`config.mk`:
```
export PLATFORM = sky130hd
export DESIGN_NAME = rx_deframer
export DESIGN_NICKNAME = d
export VERILOG_FILES = /design/src/rtl/psk_pkg.sv /design/src/rtl/sync_correlator.sv /design/src/rtl/rx_deframer.sv
export SDC_FILE = /design/constraint.sdc
export NUM_CORES = 1
export LEC_CHECK = 0
export ABC_AREA = 1
export CAP_MARGIN = 10
export CORE_MARGIN = 2
export CORE_UTILIZATION = 40
export DETAILED_ROUTE_END_ITERATION = 6
export DONT_BUFFER_PORTS = 1
export GPL_TIMING_DRIVEN = 0
export PLACE_DENSITY = 0.59
export SLEW_MARGIN = 20
export SYNTH_ARGS = -nofsm -noshare
export SYNTH_HDL_FRONTEND = slang
export SYNTH_HIERARCHICAL = 1
export SYNTH_SLANG_ARGS = --single-unit
```
`constraint.sdc`:
```
create_clock -name clk_1M024 -period 8.15 [get_ports clk_1M024]
set_clock_uncertainty 0.15 [all_clocks]
set_input_delay 0.4075 -clock clk_1M024 [delete_from_list [all_inputs] [get_ports clk_1M024]]
set_output_delay 0.4075 -clock clk_1M024 [all_outputs]
set_load 0.05 [all_outputs]
```
`src/rtl/psk_pkg.sv`:
```
//------------------------------------------------------------------------------
// psk_pkg
// Shared definitions for the PSK receive deframer:
//   - MODE_CTRL codes for BPSK, QPSK and the mixed BPSK-header/QPSK-payload mode
//   - the default frame sync word and its width
//   - the deframer FSM state encoding
//   - a helper that tells whether a MODE_CTRL value is one of the legal codes
//------------------------------------------------------------------------------
package psk_pkg;

    localparam logic [3:0] MODE_BPSK = 4'b0001;
    localparam logic [3:0] MODE_QPSK = 4'b0010;
    localparam logic [3:0] MODE_MIX  = 4'b0100;

    localparam int SYNC_BITS = 32;
    localparam int DIST_W    = 6;

    localparam logic [SYNC_BITS-1:0] DEFAULT_SYNC_WORD = 32'h1ACF_FC1D;

    typedef enum logic [1:0] {
        ST_HUNT    = 2'd0,
        ST_HEADER  = 2'd1,
        ST_PAYLOAD = 2'd2
    } state_t;

    // Only the three one-hot codes are usable; anything else keeps the
    // deframer hunting forever.
    function automatic logic isLegalMode(input logic [3:0] mode);
        return (mode == MODE_BPSK) || (mode == MODE_QPSK) || (mode == MODE_MIX);
    endfunction

endpackage

```
`src/rtl/sync_correlator.sv`:
```
//------------------------------------------------------------------------------
// sync_correlator
// Purely combinational Hamming-distance unit: counts the bit positions in
// which the receive window differs from the sync word.
// Ports:
//   i_window   - current 32-bit receive window (oldest bit in the MSB)
//   i_syncWord - reference sync word
//   o_dist     - number of differing bits, 0..32
//------------------------------------------------------------------------------
module sync_correlator
    import psk_pkg::*;
(
    input  logic [SYNC_BITS-1:0] i_window,
    input  logic [SYNC_BITS-1:0] i_syncWord,
    output logic [DIST_W-1:0]    o_dist
);

    logic [SYNC_BITS-1:0] w_diff;

    assign w_diff = i_window ^ i_syncWord;

    // Popcount of the difference vector; an adder chain is plenty at the
    // symbol rate this block runs at.
    always_comb begin
        o_dist = '0;
        for (int i = 0; i < SYNC_BITS; i++) begin
            o_dist = o_dist + {{(DIST_W-1){1'b0}}, w_diff[i]};
        end
    end

endmodule

```
`src/rtl/rx_deframer.sv`:
```
//------------------------------------------------------------------------------
// rx_deframer
// Finds the sync word in a demodulated bit stream (tolerating up to MAX_ERR
// bit errors and a 180-degree phase flip), reads the 8-bit length field and
// emits the payload as a byte stream with first/last markers.
// Ports:
//   clk_1M024   - symbol-rate clock
//   rst_n_1M024 - asynchronous active-low reset
//   MODE_CTRL   - 0001 BPSK, 0010 QPSK, 0100 MIX (BPSK header, QPSK payload)
//   bit_in      - demodulated symbol, bit_in[1] first; single-bit modes use [0]
//   bit_vld     - bit_in valid this cycle
//   data_tdata  - payload byte, MSB first
//   data_tvalid - one-cycle beat strobe (no back-pressure)
//   data_tuser  - first payload byte of a frame
//   data_tlast  - last payload byte of a frame
//   locked      - a frame is being received
//   inverted    - received bits are being complemented
//   len_err     - one-cycle pulse when a frame announces zero length
//------------------------------------------------------------------------------
module rx_deframer
    import psk_pkg::*;
#(
    parameter logic [SYNC_BITS-1:0] SYNC_WORD = DEFAULT_SYNC_WORD,
    parameter int unsigned          MAX_ERR   = 2
) (
    input  logic       clk_1M024,
    input  logic       rst_n_1M024,
    input  logic [3:0] MODE_CTRL,
    input  logic [1:0] bit_in,
    input  logic       bit_vld,
    output logic [7:0] data_tdata,
    output logic       data_tvalid,
    output logic       data_tuser,
    output logic       data_tlast,
    output logic       locked,
    output logic       inverted,
    output logic       len_err
);

    localparam logic [DIST_W-1:0] MAX_ERR_D = DIST_W'(MAX_ERR);
    localparam logic [DIST_W-1:0] FULL_D    = DIST_W'(SYNC_BITS);

    state_t               r_state;
    state_t               w_stateNext;
    logic [SYNC_BITS-1:0] r_window;
    logic [3:0]           r_mode;
    logic                 r_inverted;
    logic [2:0]           r_bitCnt;
    logic [7:0]           r_shift;
    logic [7:0]           r_len;
    logic [7:0]           r_byteCnt;
    logic [7:0]           r_tdata;
    logic                 r_tvalid;
    logic                 r_tuser;
    logic                 r_tlast;
    logic                 r_lenErr;

    logic [3:0]           w_mode;
    logic                 w_twoBits;
    logic                 w_b1;
    logic                 w_b0;
    logic [SYNC_BITS-1:0] w_windowNext;
    logic [DIST_W-1:0]    w_dist;
    logic                 w_trueHit;
    logic                 w_invHit;
    logic                 w_syncHit;
    logic [7:0]           w_byteNext;
    logic                 w_byteDone;
    logic                 w_lastByte;

    // While hunting the live MODE_CTRL decides how bits are taken; once
    // locked, the copy captured at sync detection rules the whole frame.
    assign w_mode    = (r_state == ST_HUNT) ? MODE_CTRL : r_mode;
    assign w_twoBits = (w_mode == MODE_QPSK) ||
                       ((w_mode == MODE_MIX) && (r_state == ST_PAYLOAD));

    // r_inverted is always clear in HUNT, so the window sees raw bits.
    assign w_b1 = bit_in[1] ^ r_inverted;
    assign w_b0 = bit_in[0] ^ r_inverted;

    assign w_windowNext = w_twoBits ? {r_window[SYNC_BITS-3:0], w_b1, w_b0}
                                    : {r_window[SYNC_BITS-2:0], w_b0};

    sync_correlator u_sync_correlator (
        .i_window   (w_windowNext),
        .i_syncWord (SYNC_WORD),
        .o_dist     (w_dist)
    );

    // A near-match of the complement means the carrier phase is off by
    // 180 degrees; MAX_ERR stays below 16 so both hits cannot coincide.
    assign w_trueHit = (w_dist <= MAX_ERR_D);
    assign w_invHit  = ((FULL_D - w_dist) <= MAX_ERR_D);
    assign w_syncHit = isLegalMode(MODE_CTRL) && (w_trueHit || w_invHit);

    assign w_byteNext = w_twoBits ? {r_shift[5:0], w_b1, w_b0}
                                  : {r_shift[6:0], w_b0};
    assign w_byteDone = w_twoBits ? (r_bitCnt == 3'd6) : (r_bitCnt == 3'd7);
    assign w_lastByte = (r_byteCnt == (r_len - 8'd1));

    // FSM state register.
    always_ff @(posedge clk_1M024 or negedge rst_n_1M024) begin
        if (!rst_n_1M024) begin
            r_state <= ST_HUNT;
        end else begin
            r_state <= w_stateNext;
        end
    end

    // Next-state logic: only valid bits move the FSM, and once out of HUNT
    // only byte boundaries of the header/payload can change state.
    always_comb begin
        w_stateNext = r_state;
        case (r_state)
            ST_HUNT: begin
                if (bit_vld && w_syncHit) begin
                    w_stateNext = ST_HEADER;
                end
            end
            ST_HEADER: begin
                if (bit_vld && w_byteDone) begin
                    w_stateNext = (w_byteNext == 8'd0) ? ST_HUNT : ST_PAYLOAD;
                end
            end
            ST_PAYLOAD: begin
                if (bit_vld && w_byteDone && w_lastByte) begin
                    w_stateNext = ST_HUNT;
                end
            end
            default: w_stateNext = ST_HUNT;
        endcase
    end

    // Datapath: sync window, bit/byte counters, byte assembly and the
    // registered output beat. Strobes default low every cycle; the byte
    // fields only change on a beat so they hold between beats. Leaving a
    // frame (normally or on a zero length) clears the window and the phase
    // correction so the next hunt starts clean.
    always_ff @(posedge clk_1M024 or negedge rst_n_1M024) begin
        if (!rst_n_1M024) begin
            r_window   <= '0;
            r_mode     <= '0;
            r_inverted <= 1'b0;
            r_bitCnt   <= '0;
            r_shift    <= '0;
            r_len      <= '0;
            r_byteCnt  <= '0;
            r_tdata    <= '0;
            r_tvalid   <= 1'b0;
            r_tuser    <= 1'b0;
            r_tlast    <= 1'b0;
            r_lenErr   <= 1'b0;
        end else begin
            r_tvalid <= 1'b0;
            r_lenErr <= 1'b0;
            if (bit_vld) begin
                case (r_state)
                    ST_HUNT: begin
                        r_window <= w_windowNext;
                        if (w_syncHit) begin
                            r_mode     <= MODE_CTRL;
                            r_inverted <= ~w_trueHit;
                            r_bitCnt   <= '0;
                            r_shift    <= '0;
                        end
                    end
                    ST_HEADER: begin
                        r_shift  <= w_byteNext;
                        r_bitCnt <= r_bitCnt + (w_twoBits ? 3'd2 : 3'd1);
                        if (w_byteDone) begin
                            r_len     <= w_byteNext;
                            r_byteCnt <= '0;
                            if (w_byteNext == 8'd0) begin
                                r_lenErr   <= 1'b1;
                                r_inverted <= 1'b0;
                                r_window   <= '0;
                            end
                        end
                    end
                    ST_PAYLOAD: begin
                        r_shift  <= w_byteNext;
                        r_bitCnt <= r_bitCnt + (w_twoBits ? 3'd2 : 3'd1);
                        if (w_byteDone) begin
                            r_tdata   <= w_byteNext;
                            r_tvalid  <= 1'b1;
                            r_tuser   <= (r_byteCnt == 8'd0);
                            r_tlast   <= w_lastByte;
                            r_byteCnt <= r_byteCnt + 8'd1;
                            if (w_lastByte) begin
                                r_inverted <= 1'b0;
                                r_window   <= '0;
                                r_byteCnt  <= '0;
                            end
                        end
                    end
                    default: ;
                endcase
            end
        end
    end

    assign data_tdata  = r_tdata;
    assign data_tvalid = r_tvalid;
    assign data_tuser  = r_tuser;
    assign data_tlast  = r_tlast;
    assign locked      = (r_state != ST_HUNT);
    assign inverted    = r_inverted;
    assign len_err     = r_lenErr;

endmodule

```
==> results.cfg <==
[hold_path]
hold_path_class = primary input to flop
worstHoldEndpoint = r_mode[2]
whs_path_depth = 2
hold_start = MODE_CTRL[2]

[sta]
slew_headroom_pct = 60.6
slew_violations = 0
whs_ns = 0.0408
setup_viol = 0
finalHoldViolCount = 0
rsz0062_at_grt = no
worst_pin_slew_ns = 0.592
max_freq_ghz = 0.131
fin_tns_setup_ns = 0
post-route-period-util_pct = 93.3
fin_crit_ns = 7.61

[global_routing]
gr-usage-met2_pct = 31.2
grt-busiest-layer = met2
antenna_found_initial = 0
grt_pass1_wl_mm = 20.8
gr-usage-met1_pct = 21.8
grt_pass1_vias = 4523
grt.total_usage_pct = 17.9
grt_use_met3_pct = 4.75
gr-total-overflow = 0
grt_max_degree = 77

[clocking]
cts_max_path_buffers = 2
cts_inserted_buffers = 9
cts_tree = built
root_buffer = clkbuf_16
cts_sinks = 76
cts.clk_slew.worst_paths_ns = 0.06
htreeDepth = 3
clk_latency_ns = 0.35

[critical_path]
rr_startpoint = r_state[1]
path_buf_inv = 12
cpMaxStageDelayCell = fa_1
crit_path_start_kind = flop
reg2reg_slack_ns = 0.54
required_ns = 8.22
timing.rr.end = r_bitCnt[1]
arrival_ns = 7.68
r2r_cells = 36
slowest_delay_ns = 0.55
crit_family = adder cells
worstSetupEndpointType = flop
crit_path_start = r_state[1]
crit_top_cell = inv_1
critPathMaxFanout = 10
worst-setup-path-type = flop to flop

[logic_synthesis]
ys.flop_type = dfrtp_1
syn_avg_cell_area_um2 = 7.87
yosys_warnings = 6
synthTopCellsByArea = dfrtp_1, nand2_1, fa_1
async_flop_share_pct = 100
netlist_area_mm2 = 0.00552
ys_ff_latch = 76
synth-edff-count = 0
syn_inst = 701
yosysSeqAreaShare_pct = 34.5
yosys.area.top_type = dfrtp_1
ys_types = 31
yosysTopAreaCellShare_pct = 34.5

[routing]
drt-vias-per-instance = 4.77
postRouteAntennaNets = 0
first_pass_iters = 5
vias = 4423
routedWlPerCell_um = 12.7
drc = 0
detail_route.iter0.violations = 228
wirelength_mm = 11.8

[finish]
final-instance-count-excl-fill = 927
nets = 797
drive_above_1_share_pct = 15.3
antenna_cells = 0
mostFrequentLayoutCells = nand2_1, inv_1, dfrtp_1, o21ai_0, nor2_1
synthToLayoutAreaGrowth_pct = 14.4
postLayoutCoreUtil_pct = 47.3
mostFrequentLayoutCell = nand2_1

[floorplanning]
die_area_mm2 = 0.0148
start_util_pct = 41.4
core-area_mm2 = 0.0133
std_cell_rows = 42
io_pins = 23
die_h_um = 121
die_w_um = 121

[flow_run]
max_cap_viol_count = 0

[place]
gp_congestion = 0.852
hpwlAfterDp_mm = 8.85
place_inst = 907
portBuffers = 0

[status]
status = completed
Yosys cell counts, types with 3 or more instances:
cell,instances
nor2_1,36
ha_1,17
inv_2,3
o21ai_0,36
nand2_1,222
a21oi_1,7
nand3_1,32
buf_6,7
nand2_2,34
fa_1,25
xnor2_1,27
clkbuf_1,15
nor3_1,4
inv_1,82
o21ai_2,31
nand4_1,11
xor2_1,19
dfrtp_1,76
layout make-up:
class                      count  area [um^2]
fill                        1337         7030
multi-input combinational    548         3330
sequential                    76         1900
inverter                      85          322
clock buffer                  13          260
tap                          176          220
buffer                        22          156
clock inverter                 3         68.8
timing repair buffer           4         52.6
through the flow:
stage | area, um^2 | setup slack, ns
3_5_place_dp | 5850 | -0.191
6_report | 6310 | 0.543
4_1_cts | 6230 | 0.00311
2_1_floorplan | 5630 | 0.856
5_1_grt | 6310 | 0.0259
3_3_place_gp | 5850 | -0.0431
cells by family (layout without fill, tap and decap cells):
group                      count (synthesis)  count (layout)  share of synthesized area [%]
and+or+nand+nor                          347             347                           27.2
other                                      2              32                          0.136
xor gates and xnor gates                  46              46                           7.30
adders and majority gates                 42              42                           12.9
DFF                                       76              76                           34.5
buffers and inverters                    107             127                           8.23
AOI/OAI and AO/OA                         81              81                           9.81
what timing repair did:
item	CTS	global route
endpoints found under the setup margin	10	17
hold buffers	2	0
pin swaps	0	2
buffers inserted	0	2
resized for setup	5	27
hold endpoints to repair	76	0
registers in the layout, summed over array words and instances (netlist names):
register	count
data_tlast	1
data_tuser	1
r_state	2
r_shift	7
data_tvalid	1
r_window	31
r_byteCnt	8
len_err	1
r_mode	4
r_bitCnt	3
inverted	1
r_len	8
data_tdata	8
layer usage:
layer	wire [um]	share of wire, %
met5	0	0
met4	197	1.7
met3	468	4.0
met2	5830	49
met1	5300	45
worst register-to-register path, delay by kind of cell, from the launching register on:
| family | cells | cell delay [ns] |
|---|---|---|
| AND/OR/NAND/NOR | 10 | 0.86 |
| buffers and inverters | 12 | 1.31 |
| adder cells (fa/ha/maj) | 10 | 4.08 |
| AO/OA/AOI/OAI | 3 | 0.48 |
| XOR/XNOR | 1 | 0.16 |
| flip-flops | 1 | 0.44 |
how the worst max path moves through the flow:
| stage | endpoint | slack [ns] | depth (start not counted) |
|---|---|---|---|
| 5_1_grt | r_shift[4] | 0.03 | 37 |
| 2_1_floorplan | r_shift[6] | 0.86 | 37 |
| 4_1_cts | r_shift[3] | 0.003 | 35 |
| 6_report | r_bitCnt[1] | 0.54 | 36 |
| 3_3_place_gp | r_shift[3] | -0.04 | 37 |
| 3_5_place_dp | r_shift[3] | -0.19 | 37 |
Power is not shown: default switching activity piles up to over one toggle a cycle in this logic, so the estimate is an artifact.
